==> src/rtl/alu_multicycle_if.sv <==
// rtl/alu_multicycle_if.sv - start/done handshake and result bus of the multi-cycle ALU
interface alu_multicycle_if #(
  parameter int WIDTH = 32
);
  logic             start;
  logic [WIDTH-1:0] a;
  logic [WIDTH-1:0] b;
  logic [5:0]       Signal;
  logic             busy;
  logic             done;
  logic [WIDTH-1:0] out;
  logic [WIDTH-1:0] out_hi;
  logic             cout;
  logic             overflow;
  logic             zero;

  modport master (
    output start, a, b, Signal,
    input  busy, done, out, out_hi, cout, overflow, zero
  );

  modport slave (
    input  start, a, b, Signal,
    output busy, done, out, out_hi, cout, overflow, zero
  );
endinterface

==> src/rtl/alu_multicycle.sv <==
// rtl/alu_multicycle.sv - WIDTH-bit ALU with iterative shifts and shift-add unsigned multiply
module alu_multicycle #(
  parameter int WIDTH = 32,
  parameter int SW    = $clog2(WIDTH)
) (
  input  logic            clk,
  input  logic            rst_n,
  alu_multicycle_if.slave bus
);
  localparam logic [5:0] OP_AND   = 6'd36;
  localparam logic [5:0] OP_OR    = 6'd37;
  localparam logic [5:0] OP_ADD   = 6'd32;
  localparam logic [5:0] OP_SUB   = 6'd34;
  localparam logic [5:0] OP_SLT   = 6'd42;
  localparam logic [5:0] OP_SLL   = 6'd0;
  localparam logic [5:0] OP_SRL   = 6'd2;
  localparam logic [5:0] OP_MULTU = 6'd25;
  localparam logic [SW:0] CNT_ONE = (SW+1)'(1);
  localparam logic [SW:0] CNT_MUL = (SW+1)'(WIDTH);

  typedef enum logic [1:0] {IDLE, SHIFT, MULT, FIN} state_t;

  state_t             state, state_n;
  logic [WIDTH-1:0]   a_r, b_r;
  logic [5:0]         op_r;
  logic [SW:0]        cnt;
  logic [2*WIDTH-1:0] acc, mcand;
  logic [WIDTH-1:0]   out_r, out_hi_r;
  logic               cout_r, ovf_r, zero_r, done_r;

  // FIN only registers the finished result, so it can take a new request like IDLE
  logic ready, accept, to_shift;
  assign ready    = (state == IDLE) || (state == FIN);
  assign accept   = ready && bus.start;
  assign to_shift = ((bus.Signal == OP_SLL) || (bus.Signal == OP_SRL)) && (bus.b[SW-1:0] != '0);

  always_ff @(posedge clk or negedge rst_n) begin
    if (!rst_n) state <= IDLE;
    else        state <= state_n;
  end

  always_comb begin
    state_n = state;
    case (state)
      IDLE, FIN: begin
        if (bus.start) begin
          if (to_shift)                    state_n = SHIFT;
          else if (bus.Signal == OP_MULTU) state_n = MULT;
          else                             state_n = FIN;
        end else begin
          state_n = IDLE;
        end
      end
      SHIFT, MULT: if (cnt == CNT_ONE) state_n = FIN;
      default:     state_n = IDLE;
    endcase
  end

  // a_r doubles as the shift working register, b_r as the shifting multiplier
  always_ff @(posedge clk or negedge rst_n) begin
    if (!rst_n) begin
      a_r   <= '0;
      b_r   <= '0;
      op_r  <= '0;
      cnt   <= '0;
      acc   <= '0;
      mcand <= '0;
    end else if (accept) begin
      a_r   <= bus.a;
      b_r   <= bus.b;
      op_r  <= bus.Signal;
      cnt   <= (bus.Signal == OP_MULTU) ? CNT_MUL : {1'b0, bus.b[SW-1:0]};
      acc   <= '0;
      mcand <= {{WIDTH{1'b0}}, bus.a};
    end else if (state == SHIFT) begin
      a_r <= (op_r == OP_SLL) ? (a_r << 1) : (a_r >> 1);
      cnt <= cnt - CNT_ONE;
    end else if (state == MULT) begin
      if (b_r[0]) acc <= acc + mcand;
      mcand <= mcand << 1;
      b_r   <= b_r >> 1;
      cnt   <= cnt - CNT_ONE;
    end
  end

  logic             sub_op, ovf_raw;
  logic [WIDTH-1:0] b_eff;
  logic [WIDTH:0]   sum;
  assign sub_op  = (op_r == OP_SUB) || (op_r == OP_SLT);
  assign b_eff   = sub_op ? ~b_r : b_r;
  assign sum     = {1'b0, a_r} + {1'b0, b_eff} + {{WIDTH{1'b0}}, sub_op};
  assign ovf_raw = (a_r[WIDTH-1] == b_eff[WIDTH-1]) && (sum[WIDTH-1] != a_r[WIDTH-1]);

  logic [WIDTH-1:0] res, res_hi;
  logic             res_c, res_v;
  always_comb begin
    res    = '0;
    res_hi = '0;
    res_c  = 1'b0;
    res_v  = 1'b0;
    case (op_r)
      OP_AND:         res = a_r & b_r;
      OP_OR:          res = a_r | b_r;
      OP_ADD, OP_SUB: begin
        res   = sum[WIDTH-1:0];
        res_c = sum[WIDTH];
        res_v = ovf_raw;
      end
      OP_SLT:         res = {{(WIDTH-1){1'b0}}, sum[WIDTH-1] ^ ovf_raw};
      OP_SLL, OP_SRL: res = a_r;
      OP_MULTU: begin
        res    = acc[WIDTH-1:0];
        res_hi = acc[2*WIDTH-1:WIDTH];
      end
      default:        res = '0;
    endcase
  end

  always_ff @(posedge clk or negedge rst_n) begin
    if (!rst_n) begin
      out_r    <= '0;
      out_hi_r <= '0;
      cout_r   <= 1'b0;
      ovf_r    <= 1'b0;
      zero_r   <= 1'b1;
      done_r   <= 1'b0;
    end else if (state == FIN) begin
      out_r    <= res;
      out_hi_r <= res_hi;
      cout_r   <= res_c;
      ovf_r    <= res_v;
      zero_r   <= (res == '0);
      done_r   <= 1'b1;
    end else begin
      done_r   <= 1'b0;
    end
  end

  assign bus.busy     = (state == SHIFT) || (state == MULT);
  assign bus.done     = done_r;
  assign bus.out      = out_r;
  assign bus.out_hi   = out_hi_r;
  assign bus.cout     = cout_r;
  assign bus.overflow = ovf_r;
  assign bus.zero     = zero_r;
endmodule
==> src/flat_wrapper.sv <==
// flat-port wrapper written by rule: the top's interface ports become plain ports
module alu_multicycle_flat 
#(
  parameter int WIDTH = 32,
  parameter int SW    = $clog2(WIDTH)
)
  (clk, rst_n, bus_start, bus_a, bus_b, bus_Signal, bus_busy, bus_done, bus_out, bus_out_hi, bus_cout, bus_overflow, bus_zero);
  alu_multicycle_if #(.WIDTH(WIDTH)) bus_i ();
  input  logic clk;
  input  logic rst_n;
  input wire logic [$bits(bus_i.start)-1:0] bus_start;
  input wire logic [$bits(bus_i.a)-1:0] bus_a;
  input wire logic [$bits(bus_i.b)-1:0] bus_b;
  input wire logic [$bits(bus_i.Signal)-1:0] bus_Signal;
  output wire logic [$bits(bus_i.busy)-1:0] bus_busy;
  output wire logic [$bits(bus_i.done)-1:0] bus_done;
  output wire logic [$bits(bus_i.out)-1:0] bus_out;
  output wire logic [$bits(bus_i.out_hi)-1:0] bus_out_hi;
  output wire logic [$bits(bus_i.cout)-1:0] bus_cout;
  output wire logic [$bits(bus_i.overflow)-1:0] bus_overflow;
  output wire logic [$bits(bus_i.zero)-1:0] bus_zero;
  assign bus_i.start = bus_start;
  assign bus_i.a = bus_a;
  assign bus_i.b = bus_b;
  assign bus_i.Signal = bus_Signal;
  assign bus_busy = bus_i.busy;
  assign bus_done = bus_i.done;
  assign bus_out = bus_i.out;
  assign bus_out_hi = bus_i.out_hi;
  assign bus_cout = bus_i.cout;
  assign bus_overflow = bus_i.overflow;
  assign bus_zero = bus_i.zero;
  alu_multicycle #(.WIDTH(WIDTH), .SW(SW)) u_core (.clk(clk), .rst_n(rst_n), .bus(bus_i));
endmodule
==> config.mk <==
export PLATFORM = sky130hd
export DESIGN_NAME = alu_multicycle_flat
export DESIGN_NICKNAME = d
export VERILOG_FILES = /design/src/rtl/alu_multicycle_if.sv /design/src/rtl/alu_multicycle.sv /design/src/flat_wrapper.sv
export SDC_FILE = /design/constraint.sdc
export NUM_CORES = 1
export LEC_CHECK = 0
export ABC_AREA = 1
export BUFFER_PORTS_ARGS = -buffer_cell sky130_fd_sc_hd__buf_2
export CORE_MARGIN = 3
export CORE_UTILIZATION = 62
export DETAILED_ROUTE_END_ITERATION = 6
export GPL_ROUTABILITY_DRIVEN = 1
export PLACE_DENSITY = 0.81
export SLEW_MARGIN = 0
export SYNTH_ARGS = -nofsm -noshare
export SYNTH_HDL_FRONTEND = slang
export SYNTH_SLANG_ARGS = --single-unit
==> constraint.sdc <==
create_clock -name clk -period 4.1 [get_ports clk]
set_clock_uncertainty 0.2 [all_clocks]
set_input_delay 0.205 -clock clk [delete_from_list [all_inputs] [get_ports clk]]
set_output_delay 0.205 -clock clk [all_outputs]
set_load 0.02 [all_outputs]
==> run summary, run 1 <==
Cell Area, Placed: 0.0200 mm²
Yosys warning count: 0
RePlAce Congestion: 1.01
Rel. slew slack: 0.315
# rows: 63
Fin crit share: 0.905
CTS resizes: 0
Cell repeated most along the worst path: inv_2
Nets@finish: 3050
H-tree levels: 1
Number of clock sinks: 274
Sequential area share after synthesis: 0.362
Final ANT Viol Nets: 0
Root buffer cell: clkbuf_16
CP max FO: 33
Synth Cell Area: 0.0189 mm²
Worst min-delay path class: primary input to asynchronous set/reset pin
Die Ht: 181 µm
Status: complete, but fails checks
Setup Fix Bufs, Post-CTS: 0
Final hold vios: 0
R2R depth: 13
# DRC: 35
Worst Tran Pin Value: 1.03 ns
Most frequent cells in the layout: 636 x nand2_1, 330 x inv_1, 312 x nor2_1, 273 x dfrtp_1, 232 x o21ai_0
Num ports: 142
Setup ws final: 0.388 ns
Worst path depth: 13
Max Clk Rate: 269 MHz
DRT Pass-1 Iters: 7
Ys async rst share: 1.00
Leading area contributor after synthesis: dfrtp_1
Remaining global-route overflow: 0
Critical path data required time: 4.41 ns
Port Buf Inserts: 141
Failing checks: DRC
Die area: 0.0327 mm²
EDFF count, synth: 0
Cells after DPL: 3158
CTS Hold Buffers Added: 72
CTS Buf Count: 30
Initial core utilization: 0.634
Routed via count: 20600
Setup_tns: 0 ns
Min Tclk post-route: 3.71 ns
Largest stage delay, worst path: 0.47 ns
Critical path, cell by cell: inv_1, ha_1, nand2_4, inv_2, nor2_2, inv_2, nor2_1, inv_2, nor2_4, inv_2, a21oi_1, o21ai_0, nand2_1
Delay-heaviest family, CP: simple AND/OR/NAND/NOR gates
Startpoint Class: register
Initial antenna violation count: 1
Worst-Skew Late Latency: 0.58 ns
Number of global-route vias before repair: 19400
Design area: 0.0218 mm²
Pwr Total: 19.7 mW
DP HPWL: 49.5 mm
Setup CP Type: register to register
Power Density: 904 mW/mm²
Library cells used by synthesis: 54
Die W: 181 µm
Top_reg_cell synth: dfrtp_1
Maximum root-to-sink buffer count: 3
Vias per inst: 6.26
Post-synth top area share: 0.361
Mapped Cells: 2704
R2R Setup Slk: 0.39 ns
Syn avg cell area: 7.00 µm²
Count of pins over their slew limit: 0
Crit end category: register
All-Layer GR Usage: 0.403
Final core utilization: 0.728
Layout cell share with drive strength beyond 1: 0.0884
Leak: 10.7 nW
Yosys reg bits: 274
Ranking of synthesized cells by area: dfrtp_1 36%, nand2_1 13%, ha_1 6.8%, inv_1 6.5%, nor2_1 6.2%
Core Area: 0.0299 mm²
Setup slack at placement: 0.512 ns
Critical path buffer and inverter count: 5
WHS: 0.0473 ns
Post-Syn Nets: 2882
FILL cells: 2341
Final non-filler cell total: 3287
CTS clk-pin slew, worst paths: 0.07 ns
CTS tree: built
Largest net degree at the start of global routing: 158
Commonest non-fill, non-tap cell in the layout: nand2_1
Maxcap violations: 0
CP max-delay cell: nor2_4
First-pass GRT wire length: 106 mm
Drt wl/cell: 20.6 µm
CP arrival: 4.02 ns
RSZ-0062 raised after global routing: false
Peak VDD IR: 0.782 mV
Layout area overhead: 14.9%
Drt total wl: 67.7 mm
Final Setup Violations: 0
Detailed Route Iter0 Violations: 2370
==> cell families after synthesis <==
logic type,after synthesis,share of synthesized area
adders and majority gates,105,0.0702
and+or+nand+nor,1131,0.244
xor gates and xnor gates,36,0.0166
DFF,274,0.362
AOI/OAI and AO/OA,722,0.220
buffers and inverters,436,0.0876
==> state kept, by name, indices dropped and copies added (netlist names) <==
signal / count
u_core.bus.cout: 1
u_core.mcand: 64
u_core.bus.done: 1
u_core.op_r: 6
u_core.bus.overflow: 1
u_core.b_r: 32
u_core.cnt: 6
u_core.acc: 64
u_core.state: 2
u_core.bus.zero: 1
u_core.bus.out_hi: 32
u_core.bus.out: 32
u_core.a_r: 32
==> final timing paths <==
check                                 startpoint               endpoint
hold / removal                             rst_n      u_core.bus.out[6]
hold reg to reg            u_core.bus.out_hi[15]  u_core.bus.out_hi[15]
min in group clk                   bus_Signal[1]         u_core.op_r[1]
setup reg to reg                 u_core.state[0]         u_core.acc[36]
setup / recovery                 u_core.state[0]         u_core.acc[36]
max in group asynchronous                  rst_n  u_core.bus.out_hi[14]
==> per-layer routing <==
| metal | wire, µm | part of all wire | global-route usage | vias up |
|---|---|---|---|---|
| met5 | 11 | 0.00016 | 0 | - |
| met4 | 2870 | 0.042 | 0.136 | 2 |
| met2 | 28000 | 0.41 | 0.590 | 1361 |
| met3 | 8810 | 0.13 | 0.113 | 239 |
| met1 | 28100 | 0.41 | 0.578 | 9576 |
| li1 | - | - | - | 9409 |
==> where the power goes <==
group / switching, mW / internal [mW] / total, mW
Clock: 1.24 / 1.67 / 2.91
Sequential: 0.934 / 3.69 / 4.62
Combinational: 8.41 / 3.73 / 12.1
Total: 10.6 / 9.08 / 19.7
==> synth_stat cells (all sizes together), types with 2 or more instances <==
library cell and instances:
or2 7, buf 25, o21ai 243, nand3b 13, o211ai 35, xor2 35
a21o 16, nand2 650, nand4 16, clkbuf 73, o311ai 2, nor3 16
o31ai 11, nor2 316, o21a 7, fa 2, dfrtp 273, ha 103
o221ai 5, a21oi 210, o21bai 13, nand3 103, inv 337, o22ai 54
nor4 8, a211oi 2, a31oi 97, a21boi 4, a221oi 17, a32o 3
==> cell type report <==
type | count | area (µm²) | area share
Timing Repair Buffer | 234 | 1640 | 0.0756
Sequential cell | 274 | 6860 | 0.315
Multi-Input combinational cell | 1994 | 10400 | 0.480
Inverter | 338 | 1270 | 0.0583
Clock buffer | 36 | 803 | 0.0369
Clock inverter | 20 | 245 | 0.0113
Antenna cell | 1 | 2.50 | 0.000115
Tap cell | 390 | 488 | 0.0224
No activity file was read; power rests on OpenSTA's default activity.
==> run 2: changes to the inputs <==
--- a/config.mk
+++ b/config.mk
@@ -8,10 +8,10 @@
 export ABC_AREA = 1
 export BUFFER_PORTS_ARGS = -buffer_cell sky130_fd_sc_hd__buf_2
 export CORE_MARGIN = 3
-export CORE_UTILIZATION = 62
+export CORE_UTILIZATION = 66
 export DETAILED_ROUTE_END_ITERATION = 6
 export GPL_ROUTABILITY_DRIVEN = 1
-export PLACE_DENSITY = 0.81
+export PLACE_DENSITY = 0.85
 export SLEW_MARGIN = 0
 export SYNTH_ARGS = -nofsm -noshare
 export SYNTH_HDL_FRONTEND = slang
==> constraint.sdc (replaced) <==
create_clock -name clk -period 4.34 [get_ports clk]
set_clock_uncertainty 0.2 [all_clocks]
set_input_delay 0.217 -clock clk [delete_from_list [all_inputs] [get_ports clk]]
set_output_delay 0.217 -clock clk [all_outputs]
set_load 0.02 [all_outputs]
==> run 2 against run 1 <==
Effect of this change:
- the flow still finishes with violations (DRC)
- first-iteration DRC count up 22%
- final cell count down 0.24%
- wire length up 2.3%
- utilization up 4.9 points
- maximum frequency down 4.9%
- worst hold slack better by 0.026 ns
- sequential cell count unchanged
- setup slack better by 0.048 ns
- critical path type unchanged
==> run summary, run 2 (synthesis gave the netlist of run 1 again) <==
DP HPWL: 48.9 mm (-1.1%)
GRT met2 Usage: 0.665 (+0.0751)
Worst path depth: 20 (+7)
RePlAce Congestion: 1.07 (+5.8%)
Worst Tran Pin Value: 0.873 ns (-0.154 ns)
Comb pwr share: 0.621 (+0.004)
Maximum root-to-sink buffer count: 3 (unchanged)
# DRC: 18 (-49%)
Sequential share of power: 0.235 (about the same)
CP max FO: 26 (-21%)
Final Setup Violations: 0 (unchanged)
Worst min-delay path class: primary input to asynchronous set/reset pin
R2R depth: 20 (+7)
H-tree levels: 1 (unchanged)
Num ports: 142 (unchanged)
CTS Buf Count: 30 (unchanged)
Initial antenna violation count: 0 (-1)
Setup ws final: 0.437 ns (+0.0484 ns)
GR peak layer: met2
Diodes inserted: 0 (-1)
Leak: 10.7 nW (+0.12%)
Critical path, cell by cell: nand2_1, nor2_2, nand2_1, buf_12, xor2_1, ha_1, nand2_1, nor4_4, nand2_4, nand2_4, nand2_2, nand2_2, nand2_2, nand2_2, nand2_2, a21oi_2, nand2_1, nor3_2, nand3_1, nand2_1
Die area: 0.0308 mm² (-5.9%)
Startpoint Class: register
Peak VDD IR: 0.720 mV (-8.0%)
Routed via count: 21100 (+2.5%)
DRT Pass-1 Iters: 7 (unchanged)
Sw frac: 0.542 (+0.00364)
Layout area overhead: 14.9% (about the same)
Max Clk Rate: 256 MHz (-4.9%)
Number of clock sinks: 274 (unchanged)
Largest net degree at the start of global routing: 158 (unchanged)
Worst setup path endpoint: u_core.bus.zero
Net Sw Power: 10.2 mW (-4.0%)
All-Layer GR Usage: 0.442 (+0.0392)
Int Pwr: 8.59 mW (-5.4%)
Drt total wl: 69.2 mm (+2.3%)
Rel. slew slack: 0.418 (+0.103)
CP max-delay cell: dfrtp_1
R2R Setup Slk: 0.44 ns (+0.05 ns)
Number of global-route vias before repair: 20000 (+3.0%)
Die Ht: 175 µm (-3.0%)
Critical path buffer and inverter count: 1 (-4)
Min Tclk post-route: 3.90 ns (+0.192 ns)
Nets@finish: 3055 (+0.16%)
Fin crit share: 0.899 (-0.00591)
Most frequent cells in the layout: 636 x nand2_1, 330 x inv_1, 312 x nor2_1, 273 x dfrtp_1, 232 x o21ai_0
GRT met3 Usage: 0.121 (+0.00894)
Failing checks: DRC
Die W: 175 µm (-3.0%)
Critical path launch point: u_core.op_r[5]
CP arrival: 4.20 ns (+0.18 ns)
Worst-Skew Late Latency: 0.62 ns (+0.04 ns)
Drt wl/cell: 21.1 µm (+2.5%)
Setup CP Type: register to register
Reg2reg start: u_core.op_r[5]
FILL cells: 2054 (-12%)
CTS clk-pin slew, worst paths: 0.07 ns (about the same)
Delay-heaviest family, CP: simple AND/OR/NAND/NOR gates
Count of pins over their slew limit: 0 (unchanged)
Worst R2R End: u_core.bus.zero
Pwr Total: 18.8 mW (-4.6%)
Largest stage delay, worst path: 0.43 ns (-0.04 ns)
First-pass GRT wire length: 108 mm (+1.7%)
# rows: 61 (-3.2%)
Detailed Route Iter0 Violations: 2881 (+22%)
Root buffer cell: clkbuf_16
Crit end category: register
Layout cell share with drive strength beyond 1: 0.0882 (-0.000152)
Setup Fix Bufs, Post-CTS: 0 (unchanged)
Commonest non-fill, non-tap cell in the layout: nand2_1
Clock power frac: 0.144 (-0.004)
Final ANT Viol Nets: 0 (unchanged)
Maxcap violations: 0 (unchanged)
Final hold vios: 0 (unchanged)
CTS resizes: 0 (unchanged)
Critical path data required time: 4.64 ns (+0.23 ns)
Port Buf Inserts: 141 (unchanged)
Setup_tns: 0 ns (unchanged)
CTS tree: built
CTS Hold Buffers Added: 74 (+2.8%)
Vias per inst: 6.43 (+2.7%)
Setup slack at placement: 0.620 ns (+0.109 ns)
Core Area: 0.0280 mm² (-6.2%)
Biggest regs: u_core.acc: 64 flops, u_core.mcand: 64 flops
Remaining global-route overflow: 0 (unchanged)
Initial core utilization: 0.676 (+0.0422)
GR Util met1: 0.607 (+0.0288)
Power Density: 862 mW/mm² (-4.7%)
RSZ-0062 raised after global routing: false
Status: complete, but fails checks
-- run 2: cell count changes in the layout (fill, tap and decap cells not counted), moves of 2 or more --
cell	delta
inv_6	-3
clkbuf_8	+3
clkinv_4	-3
dlygate4sd3_1	+2
clkbuf_1	+3
buf_4	+4
-- run 2: power groups by stage --
stage	clock network, mW	logic (mW)	registers [mW]
global route	2.78	12.8	4.43
CTS	2.69	11.2	4.30
detailed placement	0	11.0	4.32
finish	2.70	11.6	4.40
global placement	0	10.7	4.26
floorplan	0	7.90	4.22
-- run 2: how the worst min path moves through the flow --
stage | end | depth (start not counted) | startpoint
6_report | u_core.b_r[9] | 2 | rst_n
2_1_floorplan | u_core.a_r[0] | 0 | rst_n
5_1_grt | u_core.b_r[9] | 2 | rst_n
3_3_place_gp | u_core.bus.out[5] | 1 | rst_n
3_5_place_dp | u_core.bus.out[6] | 1 | rst_n
4_1_cts | u_core.b_r[9] | 2 | rst_n
-- run 2: layout make-up --
type / instances / area, µm² / area share
clock inverters: 14 / 181 / 0.00834
flip-flops and latches: 274 / 6860 / 0.315
repair buffers: 239 / 1670 / 0.0769
multi-input cells: 1994 / 10400 / 0.480
clock buffers: 42 / 856 / 0.0393
inverters: 338 / 1270 / 0.0583
well taps: 378 / 473 / 0.0217
-- run 2: metal layers --
layer | vias to the layer above | wire length (µm)
met5 | - | 0
met2 | 1582 | 29000
met1 | 9801 | 26900
met4 | 0 | 3520
li1 | 9406 | -
met3 | 303 | 9830
-- run 2: per-stage QoR --
stage | area, µm² | instances | hold slack, ns | utilization
2_1_floorplan | 18900 | 2704 | -0.279 | -
3_3_place_gp | 20000 | 3149 | 0.108 | 0.713
3_5_place_dp | 20000 | 3149 | 0.117 | 0.713
4_1_cts | 21800 | 3279 | 0.104 | 0.777
5_1_grt | 21800 | 3279 | 0.147 | 0.777
6_report | 21800 | 3279 | 0.0735 | 0.777
